### config.mk
export PLATFORM = sky130hd
export DESIGN_NAME = hazard_scoreboard_unit_flat
export DESIGN_NICKNAME = d
export VERILOG_FILES = /design/src/rtl/hazard_scoreboard_unit_pkg.sv /design/src/rtl/hazard_scoreboard_unit_if.sv /design/src/rtl/hazard_scoreboard_unit_pending_counter.sv /design/src/rtl/hazard_scoreboard_unit.sv /design/src/flat_wrapper.sv
export SDC_FILE = /design/constraint.sdc
export NUM_CORES = 1
export LEC_CHECK = 0
export CORE_UTILIZATION = 62
export CTS_BUF_LIST = sky130_fd_sc_hd__clkbuf_2 sky130_fd_sc_hd__clkbuf_4 sky130_fd_sc_hd__clkbuf_8
export DETAILED_ROUTE_END_ITERATION = 10
export PLACE_DENSITY = 0.95
export REMOVE_ABC_BUFFERS = 1
export SYNTH_ARGS = -nofsm -noshare
export SYNTH_HDL_FRONTEND = slang
export SYNTH_SLANG_ARGS = --single-unit
### constraint.sdc
create_clock -name Clk -period 6.2 [get_ports Clk]
set_clock_uncertainty 0.05 [all_clocks]
set_input_delay 1.24 -clock Clk [delete_from_list [all_inputs] [get_ports Clk]]
set_output_delay 1.24 -clock Clk [all_outputs]
set_load 0.01 [all_outputs]
### src/rtl/hazard_scoreboard_unit_pkg.sv
// hazard_pkg: shared defaults, FSM encoding and width helper for the hazard scoreboard.
package hazard_pkg;
    localparam int REG_AW_DEF = 5;

    typedef enum logic {IDLE, FLUSH} fsmState_t;

    function automatic int clog2(input int v);
        int r;
        r = 0;
        for (int i = 0; i < 31; i++) if ((1 << i) < v) r = i + 1;
        return r;
    endfunction
endpackage

### src/rtl/hazard_scoreboard_unit_if.sv
// hazard_scoreboard_unit_if: DEC-side inputs and pipeline-control outputs of the scoreboard.
// Optional perf counters appear when HAZARD_PERF_EN is defined.
interface hazard_scoreboard_unit_if #(
    parameter int REG_AW   = hazard_pkg::REG_AW_DEF,
    parameter int NUM_REGS = 2 ** REG_AW
);
    logic              dec_valid;
    logic [REG_AW-1:0] Rs_DEC;
    logic [REG_AW-1:0] Rt_DEC;
    logic              RsUse_DEC;
    logic              RtUse_DEC;
    logic [REG_AW-1:0] RegDst_DEC;
    logic              RegWrite_DEC;
    logic              BranchAND;
    logic              Jump;
    logic              JumpRegister;
    logic              PC_write;
    logic              IFID_write;
    logic              IF_flush;
    logic              stall_IDEX;
    logic [NUM_REGS-1:0] busy_mask;
`ifdef HAZARD_PERF_EN
    logic [31:0]       stall_cycles;
    logic [31:0]       flush_cycles;
`endif

    modport master (
        output dec_valid, Rs_DEC, Rt_DEC, RsUse_DEC, RtUse_DEC, RegDst_DEC, RegWrite_DEC,
        output BranchAND, Jump, JumpRegister,
`ifdef HAZARD_PERF_EN
        input  stall_cycles, flush_cycles,
`endif
        input  PC_write, IFID_write, IF_flush, stall_IDEX, busy_mask
    );

    modport slave (
        input  dec_valid, Rs_DEC, Rt_DEC, RsUse_DEC, RtUse_DEC, RegDst_DEC, RegWrite_DEC,
        input  BranchAND, Jump, JumpRegister,
`ifdef HAZARD_PERF_EN
        output stall_cycles, flush_cycles,
`endif
        output PC_write, IFID_write, IF_flush, stall_IDEX, busy_mask
    );
endinterface

### src/rtl/hazard_scoreboard_unit_pending_counter.sv
// hazard_pending_counter: per-register countdown of cycles until a pending write lands.
module hazard_pending_counter #(
    parameter int W = 2
) (
    input  logic         Clk,
    input  logic         Reset,
    input  logic         load,
    input  logic [W-1:0] load_val,
    output logic         busy
);
    logic [W-1:0] cnt;

    always_ff @(posedge Clk) begin
        if (Reset) cnt <= '0;
        else if (load) cnt <= load_val;
        else if (cnt != '0) cnt <= cnt - W'(1);
    end

    assign busy = (cnt != '0);
endmodule

### src/rtl/hazard_scoreboard_unit.sv
// hazard_scoreboard_unit: pending-write scoreboard plus multi-slot redirect-flush FSM beside DEC.
// Define HAZARD_PERF_EN to add stall/flush cycle counters.
module hazard_scoreboard_unit
    import hazard_pkg::*;
#(
    parameter int REG_AW      = REG_AW_DEF,
    parameter int NUM_REGS    = 2 ** REG_AW,
    parameter int WB_LAT      = 3,
    parameter int FLUSH_SLOTS = 1
) (
    input  logic Clk,
    input  logic Reset,
    hazard_scoreboard_unit_if.slave bus
);
    localparam int CW = clog2(WB_LAT + 1);

    logic [NUM_REGS-1:0] busy;
    logic                dep, redirect, issue, goFlush;
    fsmState_t           state, nextState;
    logic [2:0]          fcnt;

    assign busy[0] = 1'b0;

    genvar r;
    generate
        for (r = 1; r < NUM_REGS; r++) begin : gCnt
            hazard_pending_counter #(.W(CW)) uCnt (
                .Clk      (Clk),
                .Reset    (Reset),
                .load     (issue & bus.RegWrite_DEC & (bus.RegDst_DEC == REG_AW'(r))),
                .load_val (CW'(WB_LAT)),
                .busy     (busy[r])
            );
        end
    endgenerate

    assign dep      = bus.dec_valid & ((bus.RsUse_DEC & busy[bus.Rs_DEC]) | (bus.RtUse_DEC & busy[bus.Rt_DEC]));
    assign redirect = bus.dec_valid & (bus.BranchAND | bus.Jump | bus.JumpRegister);
    assign issue    = bus.dec_valid & ~dep & (state == IDLE);
    // A single-slot flush is fully covered by the redirect cycle itself.
    assign goFlush  = (state == IDLE) & redirect & ~dep & (FLUSH_SLOTS > 1);

    always_ff @(posedge Clk) begin
        if (Reset) begin
            state <= IDLE;
            fcnt  <= '0;
        end else begin
            state <= nextState;
            fcnt  <= goFlush ? 3'(FLUSH_SLOTS - 1) : (state == FLUSH) ? fcnt - 3'd1 : fcnt;
        end
    end

    always_comb begin
        nextState = (state == IDLE) ? (goFlush ? FLUSH : IDLE) : ((fcnt == 3'd1) ? IDLE : FLUSH);
    end

    always_comb begin
        {bus.PC_write, bus.IFID_write, bus.IF_flush, bus.stall_IDEX} =
            Reset ? 4'b1100 :
            dep ? 4'b0001 :
            ((state == FLUSH) || redirect) ? 4'b1010 : 4'b1100;
        bus.busy_mask = Reset ? '0 : busy;
    end

`ifdef HAZARD_PERF_EN
    always_ff @(posedge Clk) begin
        if (Reset) begin
            bus.stall_cycles <= '0;
            bus.flush_cycles <= '0;
        end else begin
            bus.stall_cycles <= bus.stall_cycles + 32'(bus.stall_IDEX);
            bus.flush_cycles <= bus.flush_cycles + 32'(bus.IF_flush);
        end
    end
`endif
endmodule

### src/flat_wrapper.sv
// flat-port wrapper written by rule: the top's interface ports become plain ports
module hazard_scoreboard_unit_flat import hazard_pkg::*;
#(
    parameter int REG_AW      = REG_AW_DEF,
    parameter int NUM_REGS    = 2 ** REG_AW,
    parameter int WB_LAT      = 3,
    parameter int FLUSH_SLOTS = 1
)
  (Clk, Reset, bus_dec_valid, bus_Rs_DEC, bus_Rt_DEC, bus_RsUse_DEC, bus_RtUse_DEC, bus_RegDst_DEC, bus_RegWrite_DEC, bus_BranchAND, bus_Jump, bus_JumpRegister, bus_PC_write, bus_IFID_write, bus_IF_flush, bus_stall_IDEX, bus_busy_mask);
  hazard_scoreboard_unit_if #(.REG_AW(REG_AW), .NUM_REGS(NUM_REGS)) bus_i ();
  input  logic Clk;
  input  logic Reset;
  input wire logic [$bits(bus_i.dec_valid)-1:0] bus_dec_valid;
  input wire logic [$bits(bus_i.Rs_DEC)-1:0] bus_Rs_DEC;
  input wire logic [$bits(bus_i.Rt_DEC)-1:0] bus_Rt_DEC;
  input wire logic [$bits(bus_i.RsUse_DEC)-1:0] bus_RsUse_DEC;
  input wire logic [$bits(bus_i.RtUse_DEC)-1:0] bus_RtUse_DEC;
  input wire logic [$bits(bus_i.RegDst_DEC)-1:0] bus_RegDst_DEC;
  input wire logic [$bits(bus_i.RegWrite_DEC)-1:0] bus_RegWrite_DEC;
  input wire logic [$bits(bus_i.BranchAND)-1:0] bus_BranchAND;
  input wire logic [$bits(bus_i.Jump)-1:0] bus_Jump;
  input wire logic [$bits(bus_i.JumpRegister)-1:0] bus_JumpRegister;
  output wire logic [$bits(bus_i.PC_write)-1:0] bus_PC_write;
  output wire logic [$bits(bus_i.IFID_write)-1:0] bus_IFID_write;
  output wire logic [$bits(bus_i.IF_flush)-1:0] bus_IF_flush;
  output wire logic [$bits(bus_i.stall_IDEX)-1:0] bus_stall_IDEX;
  output wire logic [$bits(bus_i.busy_mask)-1:0] bus_busy_mask;
  assign bus_i.dec_valid = bus_dec_valid;
  assign bus_i.Rs_DEC = bus_Rs_DEC;
  assign bus_i.Rt_DEC = bus_Rt_DEC;
  assign bus_i.RsUse_DEC = bus_RsUse_DEC;
  assign bus_i.RtUse_DEC = bus_RtUse_DEC;
  assign bus_i.RegDst_DEC = bus_RegDst_DEC;
  assign bus_i.RegWrite_DEC = bus_RegWrite_DEC;
  assign bus_i.BranchAND = bus_BranchAND;
  assign bus_i.Jump = bus_Jump;
  assign bus_i.JumpRegister = bus_JumpRegister;
  assign bus_PC_write = bus_i.PC_write;
  assign bus_IFID_write = bus_i.IFID_write;
  assign bus_IF_flush = bus_i.IF_flush;
  assign bus_stall_IDEX = bus_i.stall_IDEX;
  assign bus_busy_mask = bus_i.busy_mask;
  hazard_scoreboard_unit #(.REG_AW(REG_AW), .NUM_REGS(NUM_REGS), .WB_LAT(WB_LAT), .FLUSH_SLOTS(FLUSH_SLOTS)) u_core (.Clk(Clk), .Reset(Reset), .bus(bus_i));
endmodule
[Yosys cells after proc, flatten, opt, wreduce, memory -nomap -nowiden]
Cells that the tools add are included.
Cells by class
  equal/unequal tests: 32
  mux-type cells: 71
  reduce and logical (&&, ||, !) cells: 64
  bitwise operators: 43
  order comparisons: 2
  add/sub/neg operators: 32
Operators by type and width (count)
  two-way mux 2 bit: 62
  nonzero test 2 bit: 62
  == test 5 bit, second input constant: 16
  subtractor 2 x 1 -> 2 bit, second input constant: 31
  == test 5 x 4 -> 1 bit, second input constant: 8
  AND 1 bit: 38
  two-way mux 32 bit: 1
  == test 5 x 3 -> 1 bit, second input constant: 4
  < comparator 5 x 6 -> 1 bit, second input constant: 2
  binary-select mux 1 bit (select 5 bit): 2
  == test 5 x 2 -> 1 bit, second input constant: 2
  two-way mux 4 bit: 2
  == test 5 x 1 -> 1 bit, second input constant: 1
  == test 3 x 1 -> 1 bit, second input constant: 1
  two-way mux 1 bit: 3
  two-way mux 3 bit: 1
  bitwise OR 1 bit: 3
  subtractor 3 x 1 -> 3 bit, second input constant: 1
  NOT 1 bit: 2
  OR reduction 2 bit: 1
  logical OR 1 bit: 1
Storage, ports and cells
  word-level logic and storage cells: 277
  input port bits: 24
  register bits after elaboration: 66

[Logic depth before layout (Yosys ltp)]
  depth in word-level cells: 12
  mapped depth: 9
  depth with buffers taken out: 8

[Hierarchy]
From an unflattened synthesis, not the netlist that was laid out.
Second synthesis, totals
  cells, all modules: 581
  area total of the unflattened synthesis: 5355.1 um2
By module, submodules not included
  hazard_pending_counter: area each 126.4 um2, instances 31, seq. area each 40.0 um2, cells an instance 13
  hazard_scoreboard_unit: area each 1437.6 um2, instances 1, seq. area each 80.1 um2, cells an instance 178

[Least setup slack after synthesis]
OpenSTA, ideal clock, no wires.
  path kind: input port to output port
  start: input port bus_Rt_DEC[1]
  end: output port bus_PC_write
  path slack: 1.969 ns
  arrival time: 2.941 ns
  path buffers: 1
  required time: 4.910 ns
  cell stages on the path: 7
  path through: clkbuf_1 -> mux4_2 -> nor2b_1 -> a211o_1 -> a211oi_4 -> o21ai_1 -> or2_1
Between the ends
  longest elaborated chain between the ends: 7
Ends and longest elaborated chain
  from (decl): line flat_wrapper.sv:15  | input wire logic [$bits(bus_i.Rt_DEC)-1:0] bus_Rt_DEC;
  binary-select mux 1 bit (select 5 bit): line hazard_scoreboard_unit.sv:37  | assign dep = bus.dec_valid & ((bus.RsUse_DEC & busy[bus.Rs_DEC]) | (bus.RtUse_DEC & busy[bus.Rt_DEC]));
  two-way mux 1 bit (not written as such): line hazard_scoreboard_unit.sv:37
  AND 1 bit: line hazard_scoreboard_unit.sv:37
  bitwise OR 1 bit: line hazard_scoreboard_unit.sv:37
  AND 1 bit: line hazard_scoreboard_unit.sv:37
  two-way mux 4 bit: line hazard_scoreboard_unit.sv:60  | dep ? 4'b0001 :
  two-way mux 4 bit: line hazard_scoreboard_unit.sv:59  | Reset ? 4'b1100 :
  to (decl): line flat_wrapper.sv:23  | output wire logic [$bits(bus_i.PC_write)-1:0] bus_PC_write;
Every way passes these cells. The select of a mux whose other input is x is not followed.

[Worst setup path after layout]
  start: input port bus_Rt_DEC[0]
  end: output port bus_stall_IDEX
Between the ends
  longest elaborated chain between the ends: 7
Ends and longest elaborated chain
  binary-select mux 1 bit (select 5 bit): line hazard_scoreboard_unit.sv:37
  two-way mux 1 bit (not written as such): line hazard_scoreboard_unit.sv:37
  AND 1 bit: line hazard_scoreboard_unit.sv:37
  bitwise OR 1 bit: line hazard_scoreboard_unit.sv:37
  AND 1 bit: line hazard_scoreboard_unit.sv:37
  two-way mux 4 bit: line hazard_scoreboard_unit.sv:60
  two-way mux 4 bit: line hazard_scoreboard_unit.sv:59
  to (decl): line flat_wrapper.sv:26  | output wire logic [$bits(bus_i.stall_IDEX)-1:0] bus_stall_IDEX;
Every way passes these cells. The select of a mux whose other input is x is not followed.

==> results.py <==
metrics = {
    "logic_synthesis": {
        "synth-async-reset-ratio": 0,
        "synth_ff_type": "dfxtp_1",
        "synth-seq-cells": 66,
        "synth_area_per_cell_um2": 8.23,
        "syn-cell-area_mm2": 0.00441,
        "ys_seq_area_frac": 0.299,
        "yosys_warnings": 0,
        "syn_inst": 536,
        "synth_edf_count": 0,
        "yosysUniqueCellTypes": 48,
    },
    "worst_setup_path": {
        "cp_num_buf_inv": 2,
        "required_ns": 4.91,
        "crit_chain": "clkdlybuf4s50_1, mux4_2, nor2b_1, a211o_1, a211oi_4, o21ai_1, nor2_1, clkdlybuf4s50_1",
        "crit_path_max_fanout": 10,
        "cp-start-kind": "input pin",
        "timing.critical_path.mode_cell": "clkdlybuf4s50_1",
        "crit_path_end_kind": "output pin",
        "crit_family": "buffers and inverters",
        "cpPeakStageDelay_ns": 0.77,
        "worstSetupPathType": "in2out",
        "worst-endpoint-arrival_ns": 4.32,
        "cp_slowest_cell": "clkdlybuf4s50_1",
    },
    "floorplanning": {
        "start_util": 0.646,
        "dieWidth_um": 86.4,
        "fp.dieH_um": 86.4,
        "core_mm2": 0.00683,
        "dieArea_mm2": 0.00746,
        "pin_count": 60,
        "fp-row-count": 30,
    },
    "timing": {
        "rsz0062_at_grt": "no",
        "hold_ws_ns": 0.452,
        "slew_violations": 0,
        "fin_crit_sh": 0.905,
        "fin_setup_tns_ns": 0,
        "setup_slack_ns": 0.591,
        "max_slew_margin": 0.142,
        "tightest_slew_ns": 1.28,
        "fin_crit_ns": 5.61,
        "setup_viol": 0,
        "hold_viol_final": 0,
        "fmax_ghz": 0.178,
    },
    "detailed_routing": {
        "wl_per_cell_um": 16.0,
        "viasPerCell": 5.97,
        "wirelength_um": 10800,
        "first_pass_iters": 5,
        "remaining_drc_errors": 0,
        "ant_nets": 0,
        "vias": 4033,
        "drt_iter0_markers": 364,
    },
    "hold_path": {
        "hp-class": "reg2reg",
    },
    "finish": {
        "syn_to_final_growth_pct": 16.8,
        "ff_latch_area_mm2": 0.00132,
        "drive_above_1_share": 0.0691,
        "fin_util": 0.754,
        "fin_area_mm2": 0.00515,
        "n_fill_cell": 471,
        "multi_input_area_mm2": 0.00265,
        "antenna_cells": 0,
        "layout.nets": 631,
    },
    "placed_design": {
        "io_buffers": 58,
        "post-place-ws_ns": 0.634,
        "dpl_cell_area_mm2": 0.00495,
        "place_hpwl_um": 7580,
        "place.gp.congestion": 0.877,
    },
    "grt": {
        "track_usage": 0.310,
        "grt_pass1_wl_um": 18000,
        "grt_overflow": 0,
        "grt_pass1_vias": 3821,
        "antenna_found_initial": 0,
        "grt_max_degree": 45,
    },
    "clock_tree": {
        "cts-root-buf": "clkbuf_8",
        "post_cts_buffers": 0,
        "clock_tree.buffer_depth": 2,
        "clock_latency_ns": 0.35,
        "htree_levels": 3,
        "clkSlewWorstSetupHoldPaths_ns": 0.07,
        "cts_resized": 0,
        "clock_sinks": 66,
        "cts_buffers": 9,
        "cts_tree": "done",
        "cts_hold_buf": 0,
    },
    "job": {
        "maxCapViolations": 0,
    },
    "power_and_ir_drop": {
        "max-vdd-ir-drop_v": 0.000282,
        "p_leak_uw": 0.00212,
        "powerDensity_mw_per_mm2": 433,
    },
    "status": {
        "status": "completed",
    },
}
-- logic make-up (layout without fill, tap and decap cells) --
group                      Yosys count  count (layout)  share of synthesized area
and+or+nand+nor                    175             175                      0.176
AOI/OAI and AO/OA                  106             106                      0.185
buffers and inverters              101             144                      0.100
DFF                                 66              66                      0.299
adders and majority gates           33              33                     0.0936
xor gates and xnor gates            33              33                     0.0655
muxes                               21              21                     0.0802
other                                1               1                   0.000850
-- synthesized netlist by cell type, drive strengths merged, types with 3 or more instances --
master / count / share of area
nand2: 7 / 0.0060
xor2: 32 / 0.064
a21oi: 32 / 0.036
dfxtp: 66 / 0.30
nand3b: 3 / 0.0051
o2bb2ai: 8 / 0.016
nor3: 3 / 0.0034
nand3: 9 / 0.010
mux2i: 8 / 0.018
nor3b: 6 / 0.010
buf: 14 / 0.026
inv: 66 / 0.056
mux2: 3 / 0.0077
a31o: 50 / 0.099
nor2b: 5 / 0.0071
nor2: 125 / 0.11
clkbuf: 21 / 0.018
and2: 5 / 0.0071
ha: 33 / 0.094
mux4: 10 / 0.054
or3: 3 / 0.0043
-- worst register-to-register path, stage by stage, from the launching register on --
cell and delay [ns]:
dfxtp_1 0.35, inv_1 0.05, ha_1 0.29, mux4_2 0.49
nor2b_1 0.14, a211o_1 0.31, a211oi_4 0.36, nor2_4 0.25
buf_4 0.30, a31o_2 0.23
-- per-stage QoR --
step | total power, µW | std cells
after floorplan | 1470 | 501
after global placement | 1750 | 659
after detailed placement | 1830 | 659
after CTS | 2220 | 675
after global routing | 2390 | 675
final | 2230 | 675
-- where the power goes --
group	internal [µW]	switching, µW
Clock	206	175
Sequential	559	75.0
Combinational	575	641
-- sequential cells by signal, indices dropped and copies added (netlist names) --
name / cells
u_core.fcnt: 3
u_core.state: 1
u_core.gCnt.uCnt.cnt: 62
-- placed cells by master, fill, tap and decap left out, drive strengths merged, types with 3 or more instances in the layout --
cell type / n
ha: 33
clkbuf: 11
dfxtp: 66
xor2: 32
nand3: 9
a21oi: 32
nor3: 3
mux4: 10
nor3b: 6
o2bb2ai: 8
or3: 3
nor2b: 5
nor2: 125
and2: 5
inv: 66
nand2: 7
mux2: 3
a31o: 50
buf: 5
nand3b: 3
clkdlybuf4s50: 57
clkinv: 3
mux2i: 8
-- per-layer routing --
metal	share of wire	GRT usage	vias to the layer above
met5	0	0	-
li1	-	-	1896
met3	0.066	0.0419	34
met1	0.40	0.385	1925
met4	0.030	0.159	0
met2	0.50	0.529	178
-- area by class of cell --
class | count | share of cell area
clock buffer | 11 | 0.0294
tap | 96 | 0.0233
inverter | 66 | 0.0481
timing repair buffer | 62 | 0.118
multi-input combinational | 369 | 0.515
sequential | 66 | 0.256
clock inverter | 5 | 0.0102
-- path summary, 6_finish.rpt --
path                                 end  cells past startpoint  slack (ns)                        start
max                       bus_stall_IDEX                      8        0.59                bus_Rt_DEC[0]
min reg2reg               u_core.fcnt[1]                      2        0.45               u_core.fcnt[1]
min                       u_core.fcnt[1]                      2        0.45               u_core.fcnt[1]
max reg2reg  u_core.gCnt[20].uCnt.cnt[0]                      9        3.28  u_core.gCnt[16].uCnt.cnt[0]
Note: power is estimated with default switching activity, not from simulation.
